## src/rtl/ps2_pkg.sv

```systemverilog
// Shared constants for the PS/2 keyboard front end: scancodes, key_state
// bit positions, frame FSM encoding and the scancode-to-bitmap lookup.
package ps2_pkg;

  localparam logic [7:0] SC_EXT    = 8'hE0;
  localparam logic [7:0] SC_BRK    = 8'hF0;
  localparam logic [7:0] SC_A      = 8'h1C;
  localparam logic [7:0] SC_D      = 8'h23;
  localparam logic [7:0] SC_W      = 8'h1D;
  localparam logic [7:0] SC_S      = 8'h1B;
  localparam logic [7:0] SC_LSHIFT = 8'h12;
  localparam logic [7:0] SC_SPACE  = 8'h29;
  localparam logic [7:0] SC_LEFT   = 8'h6B;
  localparam logic [7:0] SC_RIGHT  = 8'h74;
  localparam logic [7:0] SC_UP     = 8'h75;
  localparam logic [7:0] SC_DOWN   = 8'h72;
  localparam logic [7:0] SC_ENTER  = 8'h5A;
  localparam logic [7:0] SC_RSHIFT = 8'h59;

  localparam int KS_WIDTH    = 12;
  localparam int KS_LP_LEFT  = 0;
  localparam int KS_LP_RIGHT = 1;
  localparam int KS_LP_UP    = 2;
  localparam int KS_LP_DOWN  = 3;
  localparam int KS_LP_SHIFT = 4;
  localparam int KS_LP_SPACE = 5;
  localparam int KS_RP_LEFT  = 6;
  localparam int KS_RP_RIGHT = 7;
  localparam int KS_RP_UP    = 8;
  localparam int KS_RP_DOWN  = 9;
  localparam int KS_RP_ENTER = 10;
  localparam int KS_RP_SHIFT = 11;

  typedef enum logic [1:0] {
    IDLE   = 2'd0,
    DATA   = 2'd1,
    PARITY = 2'd2,
    STOP   = 2'd3
  } ps2_state_t;

  // One-hot key_state position for a key event; all zero for unmapped codes,
  // which is why E0 12 / E0 59 never reach the shift bits.
  function automatic logic [KS_WIDTH-1:0] key_mask(input logic ext, input logic [7:0] code);
    key_mask = '0;
    if (!ext) begin
      case (code)
        SC_A:      key_mask[KS_LP_LEFT]  = 1'b1;
        SC_D:      key_mask[KS_LP_RIGHT] = 1'b1;
        SC_W:      key_mask[KS_LP_UP]    = 1'b1;
        SC_S:      key_mask[KS_LP_DOWN]  = 1'b1;
        SC_LSHIFT: key_mask[KS_LP_SHIFT] = 1'b1;
        SC_SPACE:  key_mask[KS_LP_SPACE] = 1'b1;
        SC_ENTER:  key_mask[KS_RP_ENTER] = 1'b1;
        SC_RSHIFT: key_mask[KS_RP_SHIFT] = 1'b1;
        default:   key_mask = '0;
      endcase
    end else begin
      case (code)
        SC_LEFT:  key_mask[KS_RP_LEFT]  = 1'b1;
        SC_RIGHT: key_mask[KS_RP_RIGHT] = 1'b1;
        SC_UP:    key_mask[KS_RP_UP]    = 1'b1;
        SC_DOWN:  key_mask[KS_RP_DOWN]  = 1'b1;
        default:  key_mask = '0;
      endcase
    end
  endfunction

endpackage

```

## src/rtl/ps2_line_filter.sv

```systemverilog
// Two-flop synchroniser plus run-length debounce for a PS/2 line; emits a
// one-cycle pulse when the filtered level falls.
module ps2_line_filter #(
  parameter int FILTER_LEN = 8
) (
  input  logic clk,
  input  logic rst,
  input  logic raw,
  output logic fall
);

  localparam int CW = (FILTER_LEN > 1) ? $clog2(FILTER_LEN + 1) : 1;

  logic          sync_a;
  logic          sync_b;
  logic          filtered;
  logic [CW-1:0] run_cnt;

  always_ff @(posedge clk or posedge rst) begin
    if (rst) begin
      sync_a <= 1'b1;
      sync_b <= 1'b1;
    end else begin
      sync_a <= raw;
      sync_b <= sync_a;
    end
  end

  // Any sample that agrees with the filtered level restarts the run, so short glitches never flip it.
  always_ff @(posedge clk or posedge rst) begin
    if (rst) begin
      filtered <= 1'b1;
      run_cnt  <= '0;
      fall     <= 1'b0;
    end else begin
      fall <= 1'b0;
      if (sync_b == filtered) begin
        run_cnt <= '0;
      end else if (run_cnt == CW'(FILTER_LEN - 1)) begin
        filtered <= sync_b;
        run_cnt  <= '0;
        fall     <= filtered;
      end else begin
        run_cnt <= run_cnt + 1'b1;
      end
    end
  end

endmodule

```

## src/rtl/ps2_key_decoder.sv

```systemverilog
// PS/2 keyboard front end: frame deframing, E0/F0 prefix handling, key
// events and the held-key bitmap for both players.
module ps2_key_decoder
  import ps2_pkg::*;
#(
  parameter int CLK_FILTER_LEN = 8,
  parameter int TIMEOUT_CYCLES = 100000
) (
  input  logic                clk_50MHz,
  input  logic                rst,
  input  logic                PS2Clk,
  input  logic                PS2Data,
  output logic [7:0]          scancode,
  output logic                scancode_valid,
  output logic                extended,
  output logic                released,
  output logic                frame_err,
  output logic [KS_WIDTH-1:0] key_state
);

  localparam int TW = $clog2(TIMEOUT_CYCLES + 1);

  ps2_state_t          state;
  ps2_state_t          next_state;
  logic                clk_fall;
  logic                data_meta;
  logic                data_sync;
  logic [7:0]          shift_reg;
  logic [2:0]          bit_cnt;
  logic                parity_bit;
  logic [TW-1:0]       to_cnt;
  logic                ext_pending;
  logic                brk_pending;
  logic                timeout_hit;
  logic                shift_en;
  logic                parity_en;
  logic                frame_ok;
  logic                frame_bad;
  logic [KS_WIDTH-1:0] event_mask;

  ps2_line_filter #(
    .FILTER_LEN(CLK_FILTER_LEN)
  ) u_clk_filter (
    .clk  (clk_50MHz),
    .rst  (rst),
    .raw  (PS2Clk),
    .fall (clk_fall)
  );

  always_ff @(posedge clk_50MHz or posedge rst) begin
    if (rst) begin
      data_meta <= 1'b1;
      data_sync <= 1'b1;
    end else begin
      data_meta <= PS2Data;
      data_sync <= data_meta;
    end
  end

  always_ff @(posedge clk_50MHz or posedge rst) begin
    if (rst) state <= IDLE;
    else     state <= next_state;
  end

  always_comb begin
    next_state = state;
    if (timeout_hit) begin
      next_state = IDLE;
    end else if (clk_fall) begin
      case (state)
        IDLE:    if (!data_sync) next_state = DATA;
        DATA:    if (bit_cnt == 3'd7) next_state = PARITY;
        PARITY:  next_state = STOP;
        STOP:    next_state = IDLE;
        default: next_state = IDLE;
      endcase
    end
  end

  // Frame acceptance needs a high stop bit and odd parity over data plus parity.
  always_comb begin
    timeout_hit = (state != IDLE) && !clk_fall && (to_cnt == TW'(TIMEOUT_CYCLES - 1));
    shift_en    = clk_fall && (state == DATA);
    parity_en   = clk_fall && (state == PARITY);
    frame_ok    = clk_fall && (state == STOP) && data_sync && ((^shift_reg) ^ parity_bit);
    frame_bad   = clk_fall && (state == STOP) && !frame_ok;
  end

  always_ff @(posedge clk_50MHz or posedge rst) begin
    if (rst) begin
      shift_reg  <= '0;
      bit_cnt    <= '0;
      parity_bit <= 1'b0;
      to_cnt     <= '0;
    end else begin
      if (clk_fall && state == IDLE) bit_cnt <= '0;
      else if (shift_en)             bit_cnt <= bit_cnt + 1'b1;
      if (shift_en)  shift_reg  <= {data_sync, shift_reg[7:1]};
      if (parity_en) parity_bit <= data_sync;
      if (state == IDLE || clk_fall || timeout_hit) to_cnt <= '0;
      else                                           to_cnt <= to_cnt + 1'b1;
    end
  end

  always_ff @(posedge clk_50MHz or posedge rst) begin
    if (rst) begin
      scancode       <= '0;
      scancode_valid <= 1'b0;
      extended       <= 1'b0;
      released       <= 1'b0;
      frame_err      <= 1'b0;
      ext_pending    <= 1'b0;
      brk_pending    <= 1'b0;
    end else begin
      scancode_valid <= 1'b0;
      frame_err      <= 1'b0;
      if (timeout_hit || frame_bad) begin
        frame_err   <= 1'b1;
        ext_pending <= 1'b0;
        brk_pending <= 1'b0;
      end else if (frame_ok) begin
        if (shift_reg == SC_EXT) begin
          ext_pending <= 1'b1;
        end else if (shift_reg == SC_BRK) begin
          brk_pending <= 1'b1;
        end else begin
          scancode       <= shift_reg;
          extended       <= ext_pending;
          released       <= brk_pending;
          scancode_valid <= 1'b1;
          ext_pending    <= 1'b0;
          brk_pending    <= 1'b0;
        end
      end
    end
  end

  // The bitmap follows the registered event, so it settles one cycle after the valid pulse.
  assign event_mask = key_mask(extended, scancode);

  always_ff @(posedge clk_50MHz or posedge rst) begin
    if (rst) begin
      key_state <= '0;
    end else if (scancode_valid) begin
      key_state <= released ? (key_state & ~event_mask) : (key_state | event_mask);
    end
  end

endmodule
```

## config.mk

```make
export PLATFORM = sky130hd
export DESIGN_NAME = ps2_key_decoder
export DESIGN_NICKNAME = d
export VERILOG_FILES = /design/src/rtl/ps2_pkg.sv /design/src/rtl/ps2_line_filter.sv /design/src/rtl/ps2_key_decoder.sv
export SDC_FILE = /design/constraint.sdc
export NUM_CORES = 1
export LEC_CHECK = 0
export ABC_AREA = 1
export ABC_CLOCK_PERIOD_IN_PS = 3900
export BUFFER_PORTS_ARGS = -buffer_cell sky130_fd_sc_hd__buf_2
export CAP_MARGIN = 0
export CORE_MARGIN = 2
export CORE_UTILIZATION = 61
export CTS_CLUSTER_DIAMETER = 100
export DETAILED_ROUTE_END_ITERATION = 12
export PLACE_DENSITY_LB_ADDON = 0.05
export SYNTH_ARGS = -nofsm -noshare
export SYNTH_HDL_FRONTEND = slang
export SYNTH_SLANG_ARGS = --single-unit
export TNS_END_PERCENT = 20
```

## constraint.sdc

```tcl
create_clock -name clk_50MHz -period 3.9 [get_ports clk_50MHz]
set_clock_uncertainty 0.2 [all_clocks]
set_input_delay 0.195 -clock clk_50MHz [delete_from_list [all_inputs] [get_ports clk_50MHz]]
set_output_delay 0.195 -clock clk_50MHz [all_outputs]
set_load 0.02 [all_outputs]
```

# Yosys cells after proc, flatten, opt, wreduce, memory -nomap -nowiden
# Index checks and enable logic that the tools add are counted.
dict set report word_totals {
  register_bits 67
  latchBits 0
  ramBits 0
  mem_bits_ro 0
  in_bits 4
  word_cells 120
  mem_count 0
}
dict set report classes {
  n_addsub 3
  multipliers 0
  n_div 0
  magnitude_cmp 0
  eq_ne 25
  shift 0
  mux 39
  bitwise_logic 8
  n_reduce_logical 25
}
# operator n
set op_table {}
lappend op_table {{$eq A8 B7 Y1 const B} 6}
lappend op_table {{$eq A8 B5 Y1 const B} 4}
lappend op_table {{$mux W1} 27}
lappend op_table {{$mux W12} 2}
lappend op_table {{$add A17 B1 Y17 const B} 1}
lappend op_table {{$eq A17 B17 Y1 const B} 1}
lappend op_table {{$mux W17} 1}
lappend op_table {{$eq A8 B6 Y1 const B} 2}
lappend op_table {{$eq A8 B8 Y1 const B} 2}
lappend op_table {{$and A12 B12 Y12} 1}
lappend op_table {{$not A12 Y12} 1}
lappend op_table {{$or A12 B12 Y12} 1}
lappend op_table {{$logic_and A1 B1 Y1} 9}
lappend op_table {{$ne A3 B3 Y1 const B} 3}
lappend op_table {{$mux W2} 4}
lappend op_table {{$mux W4} 2}
lappend op_table {{$pmux W2 S4} 1}
lappend op_table {{$reduce_bool A2 Y1} 4}
lappend op_table {{$reduce_xor A8 Y1} 1}
lappend op_table {{$mux W3} 2}
lappend op_table {{$reduce_and A2 Y1} 3}
lappend op_table {{$add A4 B1 Y4 const B} 1}
lappend op_table {{$eq A2 B2 Y1 const B} 2}
lappend op_table {{$eq A4 B3 Y1 const B} 1}
lappend op_table {{other kinds (12)} 18}

# Depth between registers and ports, before layout
# Gate-level depths: netlist of the first run.
dict set report depth {
  word_depth 9
  ltp_mapped 14
  depth_no_buf 14
}

# Modules after synthesis
# A second synthesis of the first run with hierarchy kept.
dict set report hier_totals {
  hier_cells 393
  hier_area_um2 3354.5
}
# mod instances cells_each area_each_um2 seq_area_each_um2
set by_module_without_submodules {}
lappend by_module_without_submodules {ps2_key_decoder 1 361 3040.4 1478.9}
lappend by_module_without_submodules {ps2_line_filter 1 32 314.1 203.9}

# Worst setup path before layout of the first run
# OpenSTA, ideal clock, no wires.
dict set report synth_path {
  kind {flip-flop to flip-flop}
  from {register shift_reg[4]}
  to {register scancode[0]}
  arrival_time_ns 1.566
  setup_slack_ns 2.016
  path_stages_with_launch 12
  n_path_buf 1
  period_less_slack_ns 1.884
  cell_sequence {dfrtp_1 > inv_1 > ha_1 > xnor2_1 > nand2_1 > nand3_1 > nand3_2 > inv_2 > nand2_4 > buf_6 > nand2_1 > o21ai_2}
}
dict set report synth_via {
  elab_chain_cells 8
  elab_cells_between_ends 12
  cone_classes {2 x eq/ne; 4 x bitwise; 6 x reduce/logical}
}
# element line
set synth_rtl {}
lappend synth_rtl {{start: declaration} ps2_key_decoder.sv:28} ;# logic [7:0] shift_reg;
lappend synth_rtl {{start signal: assignment} ps2_key_decoder.sv:98} ;# if (shift_en) shift_reg <= {data_sync, shift_reg[7:1]};
lappend synth_rtl {{$reduce_xor A8 Y1} ps2_key_decoder.sv:85} ;# frame_ok = clk_fall && (state == STOP) && data_sync && ((^shift_reg) ^ parity_bit);
lappend synth_rtl {{$xor A1 B1 Y1} ps2_key_decoder.sv:85}
lappend synth_rtl {{$logic_and A1 B1 Y1} ps2_key_decoder.sv:85}
lappend synth_rtl {{$logic_not A1 Y1} ps2_key_decoder.sv:86} ;# frame_bad = clk_fall && (state == STOP) && !frame_ok;
lappend synth_rtl {{$logic_and A1 B1 Y1} ps2_key_decoder.sv:86}
lappend synth_rtl {{$logic_or A1 B1 Y1} ps2_key_decoder.sv:117} ;# if (timeout_hit || frame_bad) begin
lappend synth_rtl {{$not A1 Y1 (no source line)} --}
lappend synth_rtl {{$reduce_and A4 Y1 (no source line) *} --}
lappend synth_rtl {{end signal: assignment} ps2_key_decoder.sv:127} ;# scancode <= shift_reg;
lappend synth_rtl {{end: declaration} ps2_key_decoder.sv:13} ;# output logic [7:0] scancode,
# Every way passes the cells marked *; elsewhere a longest branch is shown, timed or not.
# A chain may end at the register's enable or synchronous reset.

# Worst setup path in the final report of the first run
dict set report layout_path {
  from {register shift_reg[4]}
  to {register released}
}
dict set report layout_via {
  elab_chain_cells 8
  elab_cells_between_ends 12
  cone_classes {2 x eq/ne; 4 x bitwise; 6 x reduce/logical}
}
# element line
set layout_rtl {}
lappend layout_rtl {{$reduce_xor A8 Y1} ps2_key_decoder.sv:85}
lappend layout_rtl {{$xor A1 B1 Y1} ps2_key_decoder.sv:85}
lappend layout_rtl {{$logic_and A1 B1 Y1} ps2_key_decoder.sv:85}
lappend layout_rtl {{$logic_not A1 Y1} ps2_key_decoder.sv:86}
lappend layout_rtl {{$logic_and A1 B1 Y1} ps2_key_decoder.sv:86}
lappend layout_rtl {{$logic_or A1 B1 Y1} ps2_key_decoder.sv:117}
lappend layout_rtl {{$not A1 Y1 (no source line)} --}
lappend layout_rtl {{$reduce_and A4 Y1 (no source line) *} --}
lappend layout_rtl {{end signal: assignment} ps2_key_decoder.sv:129} ;# released <= brk_pending;
lappend layout_rtl {{end: declaration} ps2_key_decoder.sv:16} ;# output logic released,
# Marked as above.

==> results of run 1 <==
[worst max path at each step]
stage | end | slack (ns) | depth (start not counted) | start
global route | released | 1.55 | 12 | shift_reg[4]
CTS | released | 1.77 | 12 | shift_reg[4]
floorplan | asynchronous set/reset pin | 1.83 | 1 | rst
global placement | released | 1.89 | 12 | shift_reg[4]
detailed placement | released | 1.78 | 12 | shift_reg[4]
finish | released | 1.79 | 12 | shift_reg[4]
[logic make-up (layout without fill, tap and decap cells)]
kind of cell             Yosys count  after routing  share of synthesized area (%)
adder cells (fa/ha/maj)           13             13                           4.89
AO/OA/AOI/OAI                     51             51                           8.84
XOR/XNOR                           5              5                           1.32
buffers and inverters             66            110                           7.68
AND/OR/NAND/NOR                  182            182                           25.2
multiplexers                       5              5                           1.50
flip-flops                        67             67                           50.6
[cells in the mapped netlist (all sizes together), types with 3 or more instances]
cell type,instances,area (µm²)
nand2,86,343
inv,63,236
dfrtp,62,1550
nor2,47,184
o21ai,32,190
nand3,17,95.1
a21oi,14,70.1
ha,13,163
nor3,12,81.3
nand4,10,68.8
dfstp,5,131
mux2i,5,50.1
nor4,4,25.0
a31oi,3,18.8
or2,3,18.8
xor2,3,26.3
[worst max-delay path, delay by kind of cell (launching register included)]
kind | cells | cell delay (ns)
AOI/OAI and AO/OA | 1 | 0.08
adders and majority gates | 1 | 0.34
xor gates and xnor gates | 1 | 0.17
buffers and inverters | 3 | 0.27
and+or+nand+nor | 6 | 0.56
DFF | 1 | 0.37
[cell type report]
type                    instances  area share (%)
clock buffers                  13            3.99
flip-flops and latches         67            45.1
repair buffers                 31            4.63
clock inverters                 3           0.402
well taps                      70            2.35
multi-input cells             256            37.2
inverters                      63            6.34
[metal layers]
metal  part of all wire (%)  up-vias
li1                       -     1332
met2                     48       39
met5                      0        -
met3                    2.9       14
met1                     46     1185
met4                    3.0        0
[placed cells by master (no fill, tap or decap), types with 2 or more instances in the layout]
master                          Yosys  routed
sky130_fd_sc_hd__nand3_2            2       2
sky130_fd_sc_hd__dlygate4sd3_1      0       3
sky130_fd_sc_hd__nand4_1            9       9
sky130_fd_sc_hd__o21ai_1            3       3
sky130_fd_sc_hd__o21ai_0           21      21
sky130_fd_sc_hd__nand2_4            2       2
sky130_fd_sc_hd__mux2i_1            5       5
sky130_fd_sc_hd__nor3_1             9       9
sky130_fd_sc_hd__or2_2              2       2
sky130_fd_sc_hd__nand2_1           82      82
sky130_fd_sc_hd__xor2_1             3       3
sky130_fd_sc_hd__nor4_1             4       4
sky130_fd_sc_hd__buf_2              0      27
sky130_fd_sc_hd__xnor2_1            2       2
sky130_fd_sc_hd__nand2_2            2       2
sky130_fd_sc_hd__inv_1             60      59
sky130_fd_sc_hd__ha_1              13      13
sky130_fd_sc_hd__inv_2              3       4
sky130_fd_sc_hd__dfrtp_1           62      62
sky130_fd_sc_hd__a31oi_1            3       3
sky130_fd_sc_hd__nor2_1            44      44
sky130_fd_sc_hd__clkbuf_1           2       3
sky130_fd_sc_hd__nor3_2             2       2
sky130_fd_sc_hd__clkinv_2           0       3
sky130_fd_sc_hd__nor2_2             3       3
sky130_fd_sc_hd__dfstp_2            5       5
sky130_fd_sc_hd__nand3_1           15      15
sky130_fd_sc_hd__a21oi_1           14      14
sky130_fd_sc_hd__clkbuf_8           0      10
sky130_fd_sc_hd__o21ai_2            8       8
[power groups by stage]
stage	registers [µW]	logic, µW	clock network [µW]
3_5_place_dp	746	56.1	0
2_1_floorplan	742	43.8	0
5_1_grt	735	73.1	528
6_report	733	56.8	484
3_3_place_gp	744	54.7	0
4_1_cts	733	58.8	499
[stage by stage]
| stage | instance area [µm²] | utilization (%) | cells | hold WS [ns] | total power [µW] |
|---|---|---|---|---|---|
| 6_report | 3730 | 72.1 | 503 | 0.157 | 1270 |
| 5_1_grt | 3730 | 72.1 | 503 | 0.162 | 1340 |
| 4_1_cts | 3730 | 72.1 | 503 | 0.159 | 1290 |
| 3_5_place_dp | 3540 | 68.4 | 484 | 0.101 | 802 |
| 3_3_place_gp | 3540 | 68.4 | 484 | 0.101 | 799 |
| 2_1_floorplan | 3330 | - | 389 | -0.000522 | 786 |
[what timing repair did]
| action | CTS | global route |
|---|---|---|
| hold buffers | 3 | 0 |
| endpoints found under the hold margin | 43 | 0 |
| endpoints found under the setup margin | 0 | 0 |
==> summary.txt, run 1 <==
Route
  – Via count: about 2600
  – Antenna-violating nets left: 0
  – Via count normalized by instance count: 5.11
  – Pre-antenna DRT Iters: 4
  – DR iter-0 viols: between 150 and 200
  – Total DRC errors in the routed layout: 0
  – Post-detailed-routing wire length: around 6.0 mm
  – Final routed wire length divided by cell count: ~12 µm

Critical path
  – Endpoint of the worst register-to-register path: released
  – Critical path startpoint category: flop
  – Type of the worst setup path: reg -> reg
  – Internal reg-to-reg setup slack: 1.79 ns
  – Worst-path fanout max: 18
  – Worst EP required: between 3 and 4 ns
  – Slowest cell on the critical path: sky130_fd_sc_hd__dfrtp_1
  – Worst EP arrival: roughly 2.1 ns
  – R2R depth: 12
  – Startpoint of the lowest-slack register-to-register path: shift_reg[4]
  – CP cell instances: inv_1 -> ha_1 -> xnor2_1 -> nand2_1 -> nand2_1 -> nand2_1 -> nand3_2 -> inv_2 -> nand2_4 -> inv_1 -> nand2_1 -> o21ai_0
  – Crit. End Element: flop
  – Largest stage delay on the critical path: between 0.3 and 0.4 ns
  – Critical path's most frequent cell: sky130_fd_sc_hd__nand2_1

Pwr
  – Power density normalized to cell area: between 300 and 400 nW/µm²
  – Sw Ratio: 22.7%
  – Leakage: 0.00190 µW
  – Maximum ir drop on the vdd rail: 0.000369 V
  – Fraction of power consumed by the clock network: a little under two fifths
  – Proportion of power drawn by combinational gates: 4.5%
  – Reported net switching power: around 290 µW
  – Total internal power: between 900 and 1000 µW
  – Part of the power in registers: between 50% and 60%

Final layout
  – Share of cells above drive strength 1: between 10% and 20%
  – Post-layout net count: about 450
  – Area growth from synthesis to layout: 12.2%
  – Antenna cells: 0
  – Number of fill cells in the layout: between 400 and 500
  – Sequential cell area: ~1700 µm²
  – Footprint of the multi-input gates: about 1400 µm²

Global routing
  – Grt peak-use layer: met2
  – Wire length of the first global-routing pass: 10.9 mm
  – GRT Total Usage: between 20% and 30%
  – Global Route met3 Usage: under 10%
  – Initial antenna violation count: 0
  – Maximum number of pins on one net before global-route repair: between 40 and 50
  – Number of global-route vias before repair: 2552
  – Met1 usage in global routing: around 28%
  – GRT overflow: 0
  – Grt met2 use: 38.3%

CTS
  – Total of cells resized after clock tree synthesis: 0
  – CTS H-tree lvls: 3
  – Largest buffer count on any clock path: 2
  – Clock transition time at the flip-flop clock pins of the worst setup and hold paths: 0.07 ns
  – Insertion delay to the later sink of the worst-skew pair: roughly 0.34 ns
  – Total clock buffers created by CTS: 9
  – TritonCTS Sinks: 67
  – Clock tree from TritonCTS: done
  – Clk root buf: sky130_fd_sc_hd__clkbuf_8
  – Setup Fix Bufs, Post-CTS: 0

Floorplan
  – Die area: 6060 µm²
  – Site Rows: 26
  – Starting utilization of the core area: around 64%
  – Die Y: roughly 78 µm
  – Core outline area: 5170 µm²
  – Width of the die: 77.8 µm
  – Count of pins on the block boundary: 28

STA
  – Fin crit share: approximately 54%
  – Achievable clock frequency: ~470 MHz
  – Post-layout min period: approximately 2.1 ns
  – Headroom to the max-slew limit: a little over two fifths
  – Post-layout worst setup margin: 1.79 ns
  – Count of endpoints failing setup in the final report: 0
  – Measured slew at the worst slew-check pin: 0.850 ns
  – Number of pins exceeding their max-slew limit in the final report: 0
  – RSZ-0062 raised after global routing: no
  – Endpoints failing hold: 0
  – Summed negative setup slack over all endpoints: 0 ns

Yosys
  – Synth unique cells: 35
  – Cells after Synth: between 300 and 400
  – Seq/Total Area, Yosys: between 50% and 60%
  – Post-synth ARST share: 100%
  – Most common flop cell mapped by yosys: sky130_fd_sc_hd__dfrtp_1
  – Number of enable flip-flop cells after synthesis: 0
  – Number of storage elements in the synthesis netlist: 67
  – Synth Warn #: 0
  – Cell area after synthesis: around 3300 µm²
  – Nets in the synthesized netlist: approximately 400
  – Avg Synthesized Cell Area: between 8 and 9 µm²

Hold path
  – Hold Path Stages: 0
  – Launch instance of the worst min-delay path: u_clk_filter.sync_a
  – End point of the worst hold path: u_clk_filter.sync_b
  – Path type of the worst min-delay path: reg -> reg

Placement
  – RD Place Congestion: about 0.85
  – Port Buf Inserts: 27
  – Final HPWL from detailed placement: about 4.4 mm
  – Setup slack after placement: between 1.5 and 2 ns

Run
  – Max cap viols: 0

Run status
  – Status: finished, final reports clean
Note: power is estimated with default switching activity, not from simulation.
==> run 2, diff against run 1 <==
Settings changed: ABC_CLOCK_PERIOD_IN_PS 3900 to 2100, CORE_UTILIZATION 61 to 59.
Clock period 3.9 ns to 2.1 ns, I/O delays scaled along.
==> summary.txt, run 2 (synthesis results as in run 1) <==
Run status
  – Status: finished, final reports clean

Final layout
  – Count of non-filler cells in the finished layout: 510 (+1.4%)
  – Highest-count cells in the layout ignoring fill and taps: sky130_fd_sc_hd__nand2_1, sky130_fd_sc_hd__dfrtp_1, sky130_fd_sc_hd__inv_1
  – Number of fill cells in the layout: 430 (+5.9%)
  – Post-layout net count: 450 (+1.1%)
  – Footprint of the multi-input gates: 1460 µm² (+5.3%)
  – Sequential cell area: 1680 µm² (unchanged)
  – Antenna cells: 0 (unchanged)
  – Most common cell after layout, fill and taps aside: sky130_fd_sc_hd__nand2_1
  – Area growth from synthesis to layout: 17.5%
  – Share of cells above drive strength 1: 21.0% (+4.1 points)

Floorplan
  – Width of the die: 79.1 µm (+1.6%)
  – Die area: 6250 µm² (+3.2%)
  – Starting utilization of the core area: 60.8% (-3.5 points)
  – Count of pins on the block boundary: 28 (unchanged)
  – Die Y: 79.1 µm (+1.6%)
  – Core outline area: 5470 µm² (+5.8%)
  – Site Rows: 27 (+3.8%)

Global routing
  – GRT overflow: 0 (unchanged)
  – Wire length of the first global-routing pass: 10.9 mm (+0.44%)
  – Initial antenna violation count: 0 (unchanged)
  – Number of global-route vias before repair: 2467 (-3.3%)
  – GRT Total Usage: 22.7% (-0.22 points)
  – Maximum number of pins on one net before global-route repair: 44 (+2.3%)

Critical path
  – Worst-path fanout max: 6 (-12)
  – Largest stage delay on the critical path: 0.42 ns (+0.05 ns)
  – Slowest cell on the critical path: sky130_fd_sc_hd__dfrtp_1
  – Crit. End Element: flop
  – Type of the worst setup path: reg -> reg
  – Worst EP required: 2.14 ns (-1.77 ns)
  – Critical path startpoint category: flop
  – Worst path bufs/invs: 1 (-2)
  – Worst EP arrival: 2.01 ns (-0.11 ns)
  – Delay-heaviest family, CP: simple AND/OR/NAND/NOR gates
  – CP cell instances: ha_1 -> nand2_1 -> inv_2 -> nand3_2 -> nand3b_1 -> nand2_1 -> nor2_1 -> nand3_1 -> nand2_1
  – Critical path's most frequent cell: sky130_fd_sc_hd__nand2_1

Placement
  – Final HPWL from detailed placement: 4.57 mm (+3.4%)
  – Setup slack after placement: 0.0215 ns (-1.76 ns)
  – RD Place Congestion: 0.868 (+2.7%)
  – DP Cell Count: 489 (+1.0%)
  – Port Buf Inserts: 27 (unchanged)

Pwr
  – Power density normalized to cell area: 681 nW/µm² (+99%)
  – Total power consumption of the routed design: 2660 µW (+110%)
  – Leakage: 0.00195 µW (+2.4%)
  – Maximum ir drop on the vdd rail: 0.000412 V (+12%)

CTS
  – Clock transition time at the flip-flop clock pins of the worst setup and hold paths: 0.08 ns (about the same)
  – Clk root buf: sky130_fd_sc_hd__clkbuf_8
  – Insertion delay to the later sink of the worst-skew pair: 0.34 ns (about the same)
  – Clock tree from TritonCTS: done
  – Total clock buffers created by CTS: 9 (unchanged)
  – CTS H-tree lvls: 3 (unchanged)
  – TritonCTS Sinks: 67 (unchanged)
  – Largest buffer count on any clock path: 2 (unchanged)

Route
  – Via count normalized by instance count: 5.22 (+2.1%)
  – Post-detailed-routing wire length: 6.69 mm (+12%)
  – Final routed wire length divided by cell count: 13.1 µm (+10%)
  – Pre-antenna DRT Iters: 5 (+1)
  – Antenna-violating nets left: 0 (unchanged)
  – Via count: 2660 (+3.5%)
  – DR iter-0 viols: 146 (-3.3%)
  – Total DRC errors in the routed layout: 0 (unchanged)

STA
  – RSZ-0062 raised after global routing: yes
  – Post-layout min period: 1.97 ns (-0.135 ns)
  – Endpoints failing hold: 0 (unchanged)
  – Count of endpoints failing setup in the final report: 0 (unchanged)
  – Headroom to the max-slew limit: 64.8% (+22 points)
  – Fin crit share: 93.9% (+40 points)
  – Post-layout worst setup margin: 0.129 ns (-1.67 ns)
  – Measured slew at the worst slew-check pin: 0.528 ns (-0.321 ns)
  – Achievable clock frequency: 507 MHz (+6.8%)
  – Number of pins exceeding their max-slew limit in the final report: 0 (unchanged)

Hold path
  – Path type of the worst min-delay path: in -> async

Run
  – Max cap viols: 0 (unchanged)
-- run 2: cell count changes in the layout (fill, tap and decap cells not counted), moves of 2 or more --
cell,previous run,this run
sky130_fd_sc_hd__ha_1,13,10
sky130_fd_sc_hd__clkinvlp_4,0,2
sky130_fd_sc_hd__clkbuf_1,3,0
sky130_fd_sc_hd__bufinv_16,0,2
sky130_fd_sc_hd__inv_2,4,7
sky130_fd_sc_hd__clkinv_2,3,1
sky130_fd_sc_hd__ha_4,0,3
sky130_fd_sc_hd__inv_1,59,54
sky130_fd_sc_hd__buf_4,1,5
sky130_fd_sc_hd__clkinv_4,0,2
-- run 2: per-stage QoR --
stage / TNS [ns] / util [%] / hold WS, ns / area [µm²]
4_1_cts: 0 / 69.8 / 0.159 / 3820
3_5_place_dp: 0 / 65.1 / -0.0174 / 3560
3_3_place_gp: 0 / 65.1 / -0.0193 / 3560
2_1_floorplan: 0 / - / -0.0905 / 3330
6_report: 0 / 71.4 / 0.156 / 3910
5_1_grt: -0.0484 / 71.4 / 0.160 / 3910
-- run 2: path summary, 6_finish.rpt --
kind / from / end / slack [ns] / cells past startpoint
max in group asynchronous: rst / u_clk_filter.sync_b / 1.07 / 4
min in group clk_50MHz: data_meta / data_sync / 0.16 / 0
hold / removal: rst / asynchronous set/reset pin / 0.16 / 4
setup / recovery: to_cnt[0] / brk_pending / 0.13 / 9
setup reg to reg: to_cnt[0] / brk_pending / 0.13 / 9
hold reg to reg: data_meta / data_sync / 0.16 / 0
-- run 2: final cells by class --
| class | count | area share (%) |
|---|---|---|
| multi-input cells | 257 | 37.4 |
| clock buffers | 10 | 3.52 |
| repair buffers | 35 | 5.19 |
| inverters | 63 | 6.24 |
| flip-flops and latches | 67 | 43.1 |
| clock inverters | 6 | 2.27 |
| well taps | 72 | 2.31 |
-- run 2: where the power goes --
group | internal [µW] | switching (µW)
sequential | 1330 | 26.4
combinational | 40.1 | 68.1
clock | 700 | 492
total | 2070 | 587
-- run 2: layer usage --
metal	up-vias	track usage, %	share of wire [%]
met5	-	0	0
met4	0	11.4	2.1
met3	11	3.30	3.3
met2	57	37.1	51
met1	1256	29.6	44
li1	1336	-	-
-- run 2: worst register-to-register path, delay by kind of cell (launching register included) --
kind | cells | cell delay, ns
fa+ha+maj | 1 | 0.20
buf+inv | 1 | 0.08
simple gates | 7 | 0.98
flops | 1 | 0.42
-- run 2: timing repair --
action,CTS,global route
hold buffers,3,0
hold endpoints to repair,64,0
setup buffers,0,1
resized for setup,0,16
setup endpoints to repair,0,13
==> run 3, diff against run 2 <==
Settings changed: CORE_UTILIZATION 59 to 40, SETUP_SLACK_MARGIN set to 0.2.
==> summary.txt, run 3 (synthesis results as in run 1) <==
STA
  – Number of pins exceeding their max-slew limit in the final report: 0 (unchanged)
  – Post-layout min period: 1.96 ns (-0.00687 ns)
  – Measured slew at the worst slew-check pin: 0.677 ns (+0.148 ns)
  – Achievable clock frequency: 509 MHz (+0.35%)
  – Count of endpoints failing setup in the final report: 0 (unchanged)
  – Fin crit share: 93.5% (-0.33 points)
  – Headroom to the max-slew limit: 54.8% (-10 points)
  – Summed negative setup slack over all endpoints: 0 ns (unchanged)
  – RSZ-0062 raised after global routing: yes
  – Endpoints failing hold: 0 (unchanged)
  – Post-layout worst setup margin: 0.136 ns (+0.00687 ns)

Floorplan
  – Site Rows: 33 (+22%)
  – Die Y: 95.2 µm (+20%)
  – Die area: 9060 µm² (+45%)
  – Starting utilization of the core area: 40.9% (-20 points)
  – Count of pins on the block boundary: 28 (unchanged)
  – Width of the die: 95.2 µm (+20%)
  – Core outline area: 8130 µm² (+49%)

Global routing
  – Maximum number of pins on one net before global-route repair: 32 (-27%)
  – Wire length of the first global-routing pass: 12.3 mm (+12%)
  – GRT overflow: 0 (unchanged)
  – Initial antenna violation count: 0 (unchanged)
  – Number of global-route vias before repair: 2646 (+7.3%)
  – GRT Total Usage: 17.7% (-5.0 points)

Placement
  – RD Place Congestion: 0.791 (-8.8%)
  – Setup slack after placement: 0.0283 ns (+0.00673 ns)
  – Final HPWL from detailed placement: 4.90 mm (+7.1%)
  – DP Cell Count: 528 (+8.0%)
  – Port Buf Inserts: 27 (unchanged)

Route
  – Total DRC errors in the routed layout: 0 (unchanged)
  – DR iter-0 viols: 109 (-25%)
  – Metal1 wirelength: 3.26 mm (+11%)
  – Antenna-violating nets left: 0 (unchanged)
  – Via count: 2746 (+3.2%)
  – Wire length on met3: 237 µm (+7.2%)
  – Final routed wire length divided by cell count: 12.8 µm (-2.6%)
  – Post-detailed-routing wire length: 7.29 mm (+8.9%)
  – Via count normalized by instance count: 4.82 (-7.6%)
  – Pre-antenna DRT Iters: 4 (-1)
  – Routed met2 length: 3.70 mm (+8.9%)
  – Top layer in use: met4

Critical path
  – Critical path depth: 14 (+5)
  – Critical path's most frequent cell: sky130_fd_sc_hd__nand2_2
  – R2R depth: 14 (+5)
  – Worst-path fanout max: 9 (+3)
  – Internal reg-to-reg setup slack: 0.14 ns (about the same)
  – Slowest cell on the critical path: sky130_fd_sc_hd__dfrtp_1
  – Type of the worst setup path: reg -> reg
  – Worst EP required: 2.18 ns (+0.04 ns)
  – Startpoint of the lowest-slack register-to-register path: shift_reg[1]
  – CP cell instances: inv_2 -> ha_4 -> nand2_1 -> inv_1 -> nor2_2 -> nand2_2 -> nand2_2 -> nand2_2 -> nand3_4 -> clkinv_4 -> buf_12 -> nand2_4 -> nand2_1 -> o21ai_2
  – Crit. End Element: flop
  – Worst EP arrival: 2.04 ns (+0.03 ns)
  – Crit path launch: shift_reg[1]
  – Critical Path End: scancode[0]
  – Endpoint of the worst register-to-register path: scancode[0]
  – Critical path startpoint category: flop
  – Delay-heaviest family, CP: simple AND/OR/NAND/NOR gates
  – Largest stage delay on the critical path: 0.40 ns (-0.02 ns)
  – Worst path bufs/invs: 4 (+3)

Final layout
  – Share of cells above drive strength 1: 28.8% (+7.8 points)
  – Antenna cells: 0 (unchanged)
  – Most common cell after layout, fill and taps aside: sky130_fd_sc_hd__nand2_1
  – Count of non-filler cells in the finished layout: 570 (+12%)
  – Post-layout net count: 478 (+6.2%)
  – End-of-flow core utilization: 51.9% (-19 points)
  – Area growth from synthesis to layout: 27.0%
  – Highest-count cells in the layout ignoring fill and taps: sky130_fd_sc_hd__nand2_1, sky130_fd_sc_hd__dfrtp_1, sky130_fd_sc_hd__inv_1

CTS
  – Largest buffer count on any clock path: 2 (unchanged)
  – Insertion delay to the later sink of the worst-skew pair: 0.34 ns (about the same)
  – TritonCTS Sinks: 67 (unchanged)
  – Clock transition time at the flip-flop clock pins of the worst setup and hold paths: 0.07 ns (about the same)
  – Clock tree from TritonCTS: done
  – CTS H-tree lvls: 3 (unchanged)
  – Clk root buf: sky130_fd_sc_hd__clkbuf_8
  – Total clock buffers created by CTS: 9 (unchanged)

Run
  – Max cap viols: 0 (unchanged)

Pwr
  – Power density normalized to cell area: 588 nW/µm² (-14%)
  – Maximum ir drop on the vdd rail: 0.000326 V (-21%)
  – Total power consumption of the routed design: 2480 µW (-6.7%)
  – Leakage: 0.00209 µW (+7.3%)

Run status
  – Status: finished, final reports clean

Hold path
  – Path type of the worst min-delay path: reg -> reg
[run 3: layer usage]
metal  global-route usage (%)  up-vias
li1                         -     1389
met1                     22.1     1306
met2                     28.9       41
met3                     5.45       10
met4                     5.92        0
met5                        0        -
[run 3: cell type report]
| cell class | instances | area [µm²] |
|---|---|---|
| fill | 772 | 3910 |
| sequential | 67 | 1680 |
| multi-input combinational | 258 | 1530 |
| timing repair buffer | 62 | 447 |
| inverter | 63 | 250 |
| clock buffer | 13 | 169 |
| tap | 105 | 131 |
| clock inverter | 2 | 10.0 |
[run 3: worst min-delay path by stage]
stage / end / from / cells after the start / slack [ns]
2_1_floorplan: data_meta / PS2Data / 0 / -0.09
3_3_place_gp: u_clk_filter.sync_a / PS2Clk / 1 / 0.01
3_5_place_dp: u_clk_filter.sync_a / PS2Clk / 1 / 0.01
4_1_cts: data_sync / data_meta / 0 / 0.15
5_1_grt: data_sync / data_meta / 0 / 0.16
6_report: data_sync / data_meta / 0 / 0.15
[run 3: power breakdown]
group	switching, µW	internal (µW)
sequential	27.4	1330
combinational	70.6	44.4
clock	491	516
[run 3: timing repair]
action / 4_1_cts / 5_1_grt
gates cloned: 0 / 2
setup buffers: 10 / 12
endpoints found under the hold margin: 26 / 0
pin swaps: 3 / 6
hold buffers: 3 / 0
resized for setup: 13 / 24
endpoints found under the setup margin: 12 / 26
[run 3: per-stage QoR]
| step | instance area (µm²) | hold WS (ns) |
|---|---|---|
| 2_1_floorplan | 3330 | -0.0905 |
| 3_3_place_gp | 3660 | 0.0119 |
| 3_5_place_dp | 3660 | 0.0123 |
| 4_1_cts | 4020 | 0.152 |
| 5_1_grt | 4220 | 0.157 |
| 6_report | 4220 | 0.147 |
